<file path="src/rtl/elastic_fifo.sv">
// Circular elastic buffer of DEPTH entries; data pushed into an empty buffer is visible one cycle later.
// Backpressure: ready_in is !full from registered state only (no same-cycle push at full), and flush discards all entries.
module elastic_fifo #(
  parameter type T            = logic [31:0],
  parameter int  DEPTH        = 4,
  parameter int  AFULL_THRESH = DEPTH - 1,
  localparam int CW           = $clog2(DEPTH + 1),
  localparam int PW           = $clog2(DEPTH)
) (
  input  logic          clk,
  input  logic          reset,
  input  logic          flush,
  input  logic          valid_in,
  output logic          ready_in,
  input  T              data_in,
  output logic          valid_out,
  input  logic          ready_out,
  output T              data_out,
  output logic [CW-1:0] count,
  output logic          almost_full
);

  T              mem [DEPTH];
  logic [PW-1:0] wr_ptr;
  logic [PW-1:0] rd_ptr;
  logic          push;
  logic          pop;

  assign ready_in    = (count != CW'(DEPTH));
  assign valid_out   = (count != '0);
  assign data_out    = mem[rd_ptr];
  assign almost_full = (count >= CW'(AFULL_THRESH));

  assign push = valid_in & ready_in;
  assign pop  = valid_out & ready_out;

  // DEPTH is a power of two, so pointers wrap by natural overflow.
  always_ff @(posedge clk or posedge reset) begin
    if (reset) begin
      wr_ptr <= '0;
      rd_ptr <= '0;
      count  <= '0;
    end else if (flush) begin
      wr_ptr <= '0;
      rd_ptr <= '0;
      count  <= '0;
    end else begin
      if (push) wr_ptr <= wr_ptr + PW'(1);
      if (pop)  rd_ptr <= rd_ptr + PW'(1);
      case ({push, pop})
        2'b10:   count <= count + CW'(1);
        2'b01:   count <= count - CW'(1);
        default: count <= count;
      endcase
    end
  end

  // Storage is cleared on reset so data_out reads zero out of reset.
  always_ff @(posedge clk or posedge reset) begin
    if (reset) begin
      for (int i = 0; i < DEPTH; i++) mem[i] <= '0;
    end else if (push && !flush) begin
      mem[wr_ptr] <= data_in;
    end
  end

endmodule

</file>
<file path="config.mk">
export PLATFORM = sky130hd
export DESIGN_NAME = elastic_fifo
export DESIGN_NICKNAME = d
export VERILOG_FILES = /design/src/rtl/elastic_fifo.sv
export SDC_FILE = /design/constraint.sdc
export NUM_CORES = 1
export LEC_CHECK = 0
export ABC_AREA = 1
export CORE_ASPECT_RATIO = 0.6
export CORE_MARGIN = 2
export CORE_UTILIZATION = 56
export DETAILED_ROUTE_END_ITERATION = 12
export GPL_ROUTABILITY_DRIVEN = 1
export PLACE_DENSITY = 0.87
export SKIP_LAST_GASP = 1
export SLEW_MARGIN = 20
export SYNTH_ARGS = -nofsm -noshare
export SYNTH_HDL_FRONTEND = slang
export SYNTH_SLANG_ARGS = --single-unit
</file>
<file path="constraint.sdc">
create_clock -name clk -period 5.75 [get_ports clk]
set_input_delay 0.575 -clock clk [delete_from_list [all_inputs] [get_ports clk]]
set_output_delay 0.575 -clock clk [all_outputs]
set_load 0.03 [all_outputs]
</file>
Word-level counts from Yosys, hierarchy flattened
Index checks and enable logic that the tools add are counted.
{"block": "totals", "latchBits": 0, "word_cells": 41, "romBits": 0, "ramBits": 0, "regBits": 135, "n_memories": 0, "inputBits": 37, "output_inout_bits": 38}
{"block": "op_classes", "n_shift": 0, "div_mod_pow": 0, "eq_ne": 3, "n_bitwise": 4, "n_addsub": 4, "n_reduce_logical": 7, "multipliers": 0, "muxes": 12, "n_lt_le_gt_ge": 4}
{"cell": "$bwmux 128", "count": 1}
{"cell": "$mux 32", "count": 3}
{"cell": "$bmux 32 s2", "count": 1}
{"cell": "$demux 32 s2", "count": 1}
{"cell": "$mux 2", "count": 4}
{"cell": "$ge 3x3->1 const B", "count": 2}
{"cell": "$not 2->3", "count": 2}
{"cell": "$pmux 3 s2", "count": 1}
{"cell": "$reduce_bool 3->1", "count": 2}
{"cell": "$add 2x1->2 const B", "count": 2}
{"cell": "$reduce_bool 2->1", "count": 2}
{"cell": "$add 3x1->3 const B", "count": 1}
{"cell": "$ge 3x2->1 const B", "count": 1}
{"cell": "$lt 3x1->1 const B", "count": 1}
{"cell": "$mux 3", "count": 1}
{"cell": "$ne 3x3->1 const B", "count": 1}
{"cell": "$sub 3x1->3 const B", "count": 1}
{"cell": "$and 1x1->1", "count": 2}
{"cell": "$eq 2x1->1 const B", "count": 1}
{"cell": "$eq 2x2->1 const B", "count": 1}
{"cell": "$logic_and 1x1->1", "count": 2}
{"cell": "$logic_not 1->1", "count": 1}

Longest topological paths before layout
Gate-level depths: netlist (run 1).
{"block": "depth", "depth_word": 6, "depth_mapped": 13, "ltp_nobuf": 12}

Least setup slack after synthesis (run 1)
OpenSTA, ideal clock, no wires.
{"block": "synth_path", "path_kind": "register to register", "start": "register count[1]", "end": "register count[2]", "period_less_slack_ps": 2286, "n_path_buf": 0, "path_slack_ps": 3464, "path_stages_with_launch": 13, "setup_ps": 118, "arrival_ps": 2168, "required_time_ps": 5632, "path_cell_list": "dfrtp_1 nor2_2 nand2_1 nand2_1 inv_1 nand2_1 inv_1 fa_1 xor2_1 nand3_1 nand2_1 nand2_1 nand2_1"}
{"block": "synth_between", "elab_chain_cells": 5, "word_cells_on_any_way": 11, "classes_between": "add/sub: 2; eq/ne: 3; mux: 2; bitwise: 2; reduce/logical: 2"}
{"item": "from (decl)", "line": "19", "text": "output logic [CW-1:0] count,"}
{"item": "from (signal assigned)", "line": "51", "text": "2'b10: count <= count + CW'(1);"}
{"item": "from (signal assigned)", "line": "52", "text": "2'b01: count <= count - CW'(1);"}
{"item": "from (signal assigned)", "line": "53", "text": "default: count <= count;"}
{"item": "$reduce_bool 3->1 *", "line": "30", "text": "assign valid_out = (count != '0);"}
{"item": "named net valid_out", "line": "16", "text": "output logic valid_out,"}
{"item": "$and 1x1->1 *", "line": "35", "text": "assign pop = valid_out & ready_out;"}
{"item": "$eq 2x1->1 / $eq 2x2->1 (equally long branches)", "line": "50", "text": "case ({push, pop})"}
{"item": "$pmux 3 s2", "line": "50"}
{"item": "$mux 3", "line": "43", "text": "end else if (flush) begin"}
The timed path passes the listed nets; every way through them passes the cells marked *.
A chain may end at the register's enable or synchronous reset.

==> results of run 1 <==
[registers in the layout (all words and copies together), names as in the netlist]
name,flops
count,3
mem,128
rd_ptr,2
wr_ptr,2
[cell usage after synthesis, drive strengths merged]
cell type,number,share of area [%]
xnor2,1,0.14
fa,1,0.32
inv,43,2.6
nor2,72,4.7
ha,4,0.81
buf,27,4.5
o22ai,32,3.2
nand4,3,0.30
o21ai,194,17
xor2,1,0.14
dfrtp,135,54
nand2,155,10
nand3,3,0.24
a21oi,1,0.080
clkbuf,18,1.1
[cells by family (layout without fill, tap and decap cells)]
logic type	count (synthesis)	in the layout	synth area share (%)
AOI/OAI and AO/OA	227	227	20.8
xor gates and xnor gates	2	2	0.282
adders and majority gates	5	5	1.13
buffers and inverters	88	152	8.22
DFF	135	135	54.4
and+or+nand+nor	233	233	15.2
[area by class of cell]
type,instances,area (µm²)
Timing Repair Buffer,77,763
Tap cell,139,174
Clock inverter,15,179
Sequential cell,135,3380
Multi-Input combinational cell,467,2320
Inverter,43,168
Clock buffer,17,425
Fill cell,788,3250
[metrics by stage]
stage                     hold WS [ns]  util, %  setup WS (ns)  instance area [µm²]  power, mW
after floorplan                  0.450        -           1.56                 6210       2.68
after global placement           0.459     63.8           2.68                 6810       3.19
after detailed placement         0.463     63.8           2.60                 6810       3.28
after CTS                        0.477     69.5           2.12                 7410       4.41
after global routing             0.496     69.5           1.85                 7410       4.66
final                            0.482     69.5           2.05                 7410       4.41
[tightest hold or removal path, cell delays in order (launching register included)]
cell and delay [ns]:
dfrtp_1 0.34, nand2_1 0.06, o21ai_2 0.05
[worst paths after layout]
path | slack [ns] | endpoint | cells after the start
worst max-delay path | 2.05 | data_out[13] | 5
worst min register to register | 0.48 | mem[75]$_DFFE_PP0P_ | 2
worst min-delay path | 0.48 | mem[75]$_DFFE_PP0P_ | 2
min in group asynchronous | 0.66 | mem[54]$_DFFE_PP0P_ | 2
worst max register to register | 3.61 | count[2]$_DFFE_PP0P_ | 12
max in group asynchronous | 3.99 | mem[13]$_DFFE_PP0P_ | 3
[layer usage]
layer	GRT usage [%]	wire length (µm)	vias up	part of all wire, %
met2	42.3	7000	220	48
met4	9.27	233	0	1.6
met3	5.92	1070	25	7.3
met5	0	0	-	0
met1	33.9	6250	2442	43
li1	-	-	2394	-
[placed cells by master (no fill, tap or decap), types with 4 or more instances in the layout]
cell	count
clkbuf_16	17
clkdlybuf4s50_1	74
clkinvlp_4	7
dfrtp_1	134
ha_1	4
inv_1	41
nand2_1	149
nand2_4	5
nor2_1	70
o21ai_0	66
o21ai_1	97
o21ai_2	31
o22ai_1	32
[power by group through the flow]
stage / combinational (mW) / sequential (mW) / clock [mW]
after global routing: 1.89 / 1.60 / 1.16
after CTS: 1.74 / 1.55 / 1.12
after floorplan: 1.17 / 1.51 / 0
final: 1.74 / 1.56 / 1.11
after detailed placement: 1.72 / 1.56 / 0
after global placement: 1.67 / 1.53 / 0
==> run summary, run 1 <==
Leakage dissipation -> 3.52 nW
Die Height -> 85.6 µm
Internal power -> 2.69 mW
Clock Pin Slew Worst Setup and Hold Paths -> 0.06 ns
RSZ-0062 raised after global routing -> no
FMAX -> 0.271 GHz
WL per Instance -> 16.3 µm
Register area share after synthesis -> 54.4%
H-tree levels -> 4
Synthesized flop and latch total -> 135
Initial Util -> 58.2%
Clock power frac -> 25.2%
Final setup fails -> 0
Psw -> 1.72 mW
Vias in the first global route -> 5046
Final hold violations -> 0
Antenna Cells -> 0
Global placement routability congestion -> 0.750
Worst-Margin Slew -> 1.06 ns
Setup TNS -> 0 ns
Placed insts -> 861
Max VDD drop -> 344 µV
Nets@finish -> 783
Share of post-route cells with drive strength above 1 -> 10.2%
Worst slew margin -> 29.5%
Critical path's slowest cell -> inv_1
Class of the worst hold path -> reg -> reg
Number of max-cap violations -> 0
Gr usage total -> 25.6%
Sequential Power Share -> 35.3%
Largest net degree at the start of global routing -> 85
Non-Filler Instances -> 893
Clk_lat worst skew -> 0.42 ns
Die footprint -> 0.0120 mm²
Core ar. -> 0.0107 mm²
Ys Warns -> 0
Gate power share -> 39.5%
P per Cell Area -> 595 mW/mm²
CTS root buffer -> clkbuf_16
CP peak stage delay -> 0.81 ns
CTS tree -> built
Synth Net Count -> 732
Worst setup EP type -> output pin
CP Cell Sequence -> buf_4 -> inv_1 -> o21ai_0 -> o22ai_1 -> clkdlybuf4s50_1
GRT overflow -> 0
Iter 0 DRT Violations -> 483
Worst path top cell family by delay -> buffers and inverters
Post-Syn Area -> 0.00621 mm²
DR vias/cell -> 5.69
Avg Synthesized Cell Area -> 9.01 µm²
Sw Share -> 38.9%
Hold_buf cts -> 0
Post-Syn Instances -> 690
Total I/O pin count -> 75
Arrival time worst endpoint -> 3.12 ns
1st-pass router iterations -> 6
Post-route ant nets -> 0
Final Critical Period -> 3.70 ns
Post-CTS setup buffers -> 0
Clock Tree Buf Depth -> 2
Fin crit share -> 64.3%
Area Growth Syn to Fin -> 19.3%
Clk sink count -> 135
Row cnt -> 29
Routed wire length -> 14600 µm
CTS Buf Count -> 17
Detailed Place HPWL -> 8450 µm
Status -> finished clean
Worst Path Required -> 5.18 ns
WP buf/inv -> 3
Chip Width -> 140 µm
Clock skew -> 0.00875 ns
First-pass GRT wire length -> 24500 µm
Max-slew violation count -> 0
Initial antenna violation count -> 0
CP startpoint -> rd_ptr[1]$_DFFE_PP0P_
Reg-to-Reg Start -> count[1]$_DFFE_PP0P_
DRC Markers -> 0
Distinct cells, synth -> 25
CP Launch Type -> register
Count of input and output buffers -> 74
DR vias -> 5081
Hold wc startpoint -> mem[75]$_DFFE_PP0P_
Crit-path max FO -> 34
CTS resizes -> 0
Critical path class -> reg -> out
No activity file was read; power rests on OpenSTA's default activity.
==> run 2: changes to the inputs <==
--- a/config.mk
+++ b/config.mk
@@ -8,10 +8,10 @@
 export ABC_AREA = 1
 export CORE_ASPECT_RATIO = 0.6
 export CORE_MARGIN = 2
-export CORE_UTILIZATION = 56
+export CORE_UTILIZATION = 50
 export DETAILED_ROUTE_END_ITERATION = 12
 export GPL_ROUTABILITY_DRIVEN = 1
-export PLACE_DENSITY = 0.87
+export PLACE_DENSITY = 0.83
 export SKIP_LAST_GASP = 1
 export SLEW_MARGIN = 20
 export SYNTH_ARGS = -nofsm -noshare
==> constraint.sdc (replaced) <==
create_clock -name clk -period 2.98 [get_ports clk]
set_input_delay 0.298 -clock clk [delete_from_list [all_inputs] [get_ports clk]]
set_output_delay 0.298 -clock clk [all_outputs]
set_load 0.03 [all_outputs]
==> run 2 against run 1 <==
Critical endpoint unchanged. Highest routed layer unchanged. Critical path depth is 1 lower. Combinational power is 99% higher. Cell area increased by 1.4%. Sequential power increased by 93%.
==> run summary, run 2 (synthesis gave the netlist of run 1 again) <==
H-tree levels -> 4 (unchanged)
First-pass GRT wire length -> 24800 µm (+1.3%)
WP buf/inv -> 2 (-1)
CTS root buffer -> clkbuf_16
Antenna Cells -> 0 (unchanged)
Arrival time worst endpoint -> 2.54 ns (-0.58 ns)
1st-pass router iterations -> 5 (-1)
Worst setup EP type -> output pin
Reg-to-Reg Start -> count[1]$_DFFE_PP0P_
Global placement routability congestion -> 0.771 (+2.7%)
Number of cells on the critical path -> 4 (-1)
DRC Markers -> 0 (unchanged)
Worst-Margin Slew -> 0.844 ns (-0.211 ns)
Iter 0 DRT Violations -> 484 (+0.21%)
Initial Util -> 51.3% (-6.9 points)
Max-slew violation count -> 0 (unchanged)
Number of max-cap violations -> 0 (unchanged)
DR vias/cell -> 5.50 (-3.3%)
Clock Pin Slew Worst Setup and Hold Paths -> 0.06 ns (about the same)
Chip Width -> 148 µm (+5.7%)
Top Registers -> mem: 128 flops, count: 3 flops
Initial antenna violation count -> 1 (+1)
Post-CTS setup buffers -> 0 (unchanged)
Leakage dissipation -> 3.57 nW (+1.5%)
Final setup fails -> 0 (unchanged)
Worst slew margin -> 43.7% (+14 points)
Count of input and output buffers -> 74 (unchanged)
CP startpoint -> rd_ptr[1]$_DFFE_PP0P_
Total I/O pin count -> 75 (unchanged)
Vias in the first global route -> 4951 (-1.9%)
Most common cell after layout, fill and taps aside -> nand2_1
Area Growth Syn to Fin -> 20.9%
DR vias -> 5081 (unchanged)
Final Critical Period -> 2.84 ns
Critical path's slowest cell -> clkdlybuf4s50_1
Final hold violations -> 0 (unchanged)
Row cnt -> 31 (+6.9%)
Max VDD drop -> 736 µV (+110%)
Setup TNS -> 0 ns (unchanged)
CTS resizes -> 0 (unchanged)
Crit path capture -> data_out[13]
GRT overflow -> 0 (unchanged)
Die Height -> 90.4 µm (+5.6%)
Worst Path Required -> 2.68 ns (-2.50 ns)
CP Launch Type -> register
Largest net degree at the start of global routing -> 66 (-22%)
Worst path top cell family by delay -> buffers and inverters
Class of the worst hold path -> in -> async
Nets@finish -> 788 (+0.64%)
Core ar. -> 0.0121 mm² (+13%)
Reg2reg setup slack -> 0.78 ns (-2.83 ns)
Max reg flops -> 128 (unchanged)
Worst r2r path cells -> 12 (unchanged)
Critical path class -> reg -> out
RSZ-0062 raised after global routing -> no
Post-route ant nets -> 0 (unchanged)
Hold_buf cts -> 0 (unchanged)
CP peak stage delay -> 0.73 ns (-0.08 ns)
WL per Instance -> 16.3 µm (-0.22%)
Share of post-route cells with drive strength above 1 -> 10.9% (+0.74 points)
Clk_lat worst skew -> 0.41 ns (about the same)
Reg2Reg Capture Point -> count[2]$_DFFE_PP0P_
CTS Buf Count -> 17 (unchanged)
Clk sink count -> 135 (unchanged)
FMAX -> 0.352 GHz
Routed wire length -> 15000 µm (+3.1%)
Biggest register -> mem
P per Cell Area -> 1130 mW/mm² (+90%)
CP Cell Sequence -> buf_4 -> o21ai_0 -> o22ai_1 -> clkdlybuf4s50_1
Status -> finished clean
Clock skew -> 0.00918 ns (+0.000430 ns)
Crit-path max FO -> 22 (-35%)
Fin crit share -> 95.2%
Setup WS post-layout -> 0.142 ns (-1.91 ns)
Detailed Place HPWL -> 9130 µm (+8.0%)
Pre-CTS setup slack -> 0.652 ns (-1.94 ns)
Fill cell count -> 992 (+26%)
Clock Tree Buf Depth -> 2 (unchanged)
CTS tree -> built
Most frequent cells in the layout -> nand2_1 (149), dfrtp_1 (134), o21ai_1 (97)
Die footprint -> 0.0134 mm² (+12%)
Gr usage total -> 23.4% (-2.2 points)
-- run 2: changes by cell type in the layout (fill, tap and decap cells not counted) --
cell / previous run / this run
buf_12: 0 / 6
buf_4: 3 / 7
bufinv_16: 3 / 2
clkbuf_1: 0 / 3
clkbuf_8: 0 / 3
clkdlybuf4s50_1: 74 / 69
clkinv_4: 1 / 0
clkinvlp_4: 7 / 4
inv_2: 0 / 1
inv_6: 3 / 0
-- run 2: area by class of cell --
type,count,area (µm²),area share (%)
inverter,43,165,2.20
multi-input combinational,467,2320,30.9
clock buffer,23,478,6.36
clock inverter,8,97.6,1.30
tap,165,206,2.75
timing repair buffer,82,863,11.5
sequential,135,3380,45.0
-- run 2: metal layers --
metal  share of wire (%)  up-vias  track usage, %
met5                   0        -               0
met1                  46     2454            32.8
met3                 6.8       13            5.61
met4                0.87        0            6.35
met2                  47      204            36.9
li1                    -     2410               -
-- run 2: worst min path at each step --
stage / cells after the start / startpoint / to
2_1_floorplan: 1 / flush / rd_ptr[1]$_DFFE_PP0P_
5_1_grt: 2 / reset / mem[116]$_DFFE_PP0P_
6_report: 2 / reset / mem[117]$_DFFE_PP0P_
4_1_cts: 2 / reset / mem[86]$_DFFE_PP0P_
3_3_place_gp: 2 / mem[91]$_DFFE_PP0P_ / mem[91]$_DFFE_PP0P_
3_5_place_dp: 2 / mem[66]$_DFFE_PP0P_ / mem[66]$_DFFE_PP0P_
-- run 2: metrics by stage --
| step | cell area [µm²] | cells | utilization [%] | hold slack, ns | total power, mW |
|---|---|---|---|---|---|
| after global placement | 6940 | 892 | 57.3 | 0.459 | 6.29 |
| after global routing | 7510 | 923 | 62.1 | 0.328 | 8.99 |
| after CTS | 7510 | 923 | 62.1 | 0.301 | 8.52 |
| after floorplan | 6220 | 690 | - | 0.364 | 5.17 |
| after detailed placement | 6940 | 892 | 57.3 | 0.463 | 6.45 |
| final | 7510 | 923 | 62.1 | 0.282 | 8.51 |
-- run 2: power breakdown --
part	switching, mW	total (mW)	internal (mW)	leakage, nW
Clock	0.757	2.05	1.29	0.275
Combinational	2.07	3.46	1.39	1.56
Sequential	0.437	3.01	2.57	1.74
Total	3.27	8.51	5.24	3.57
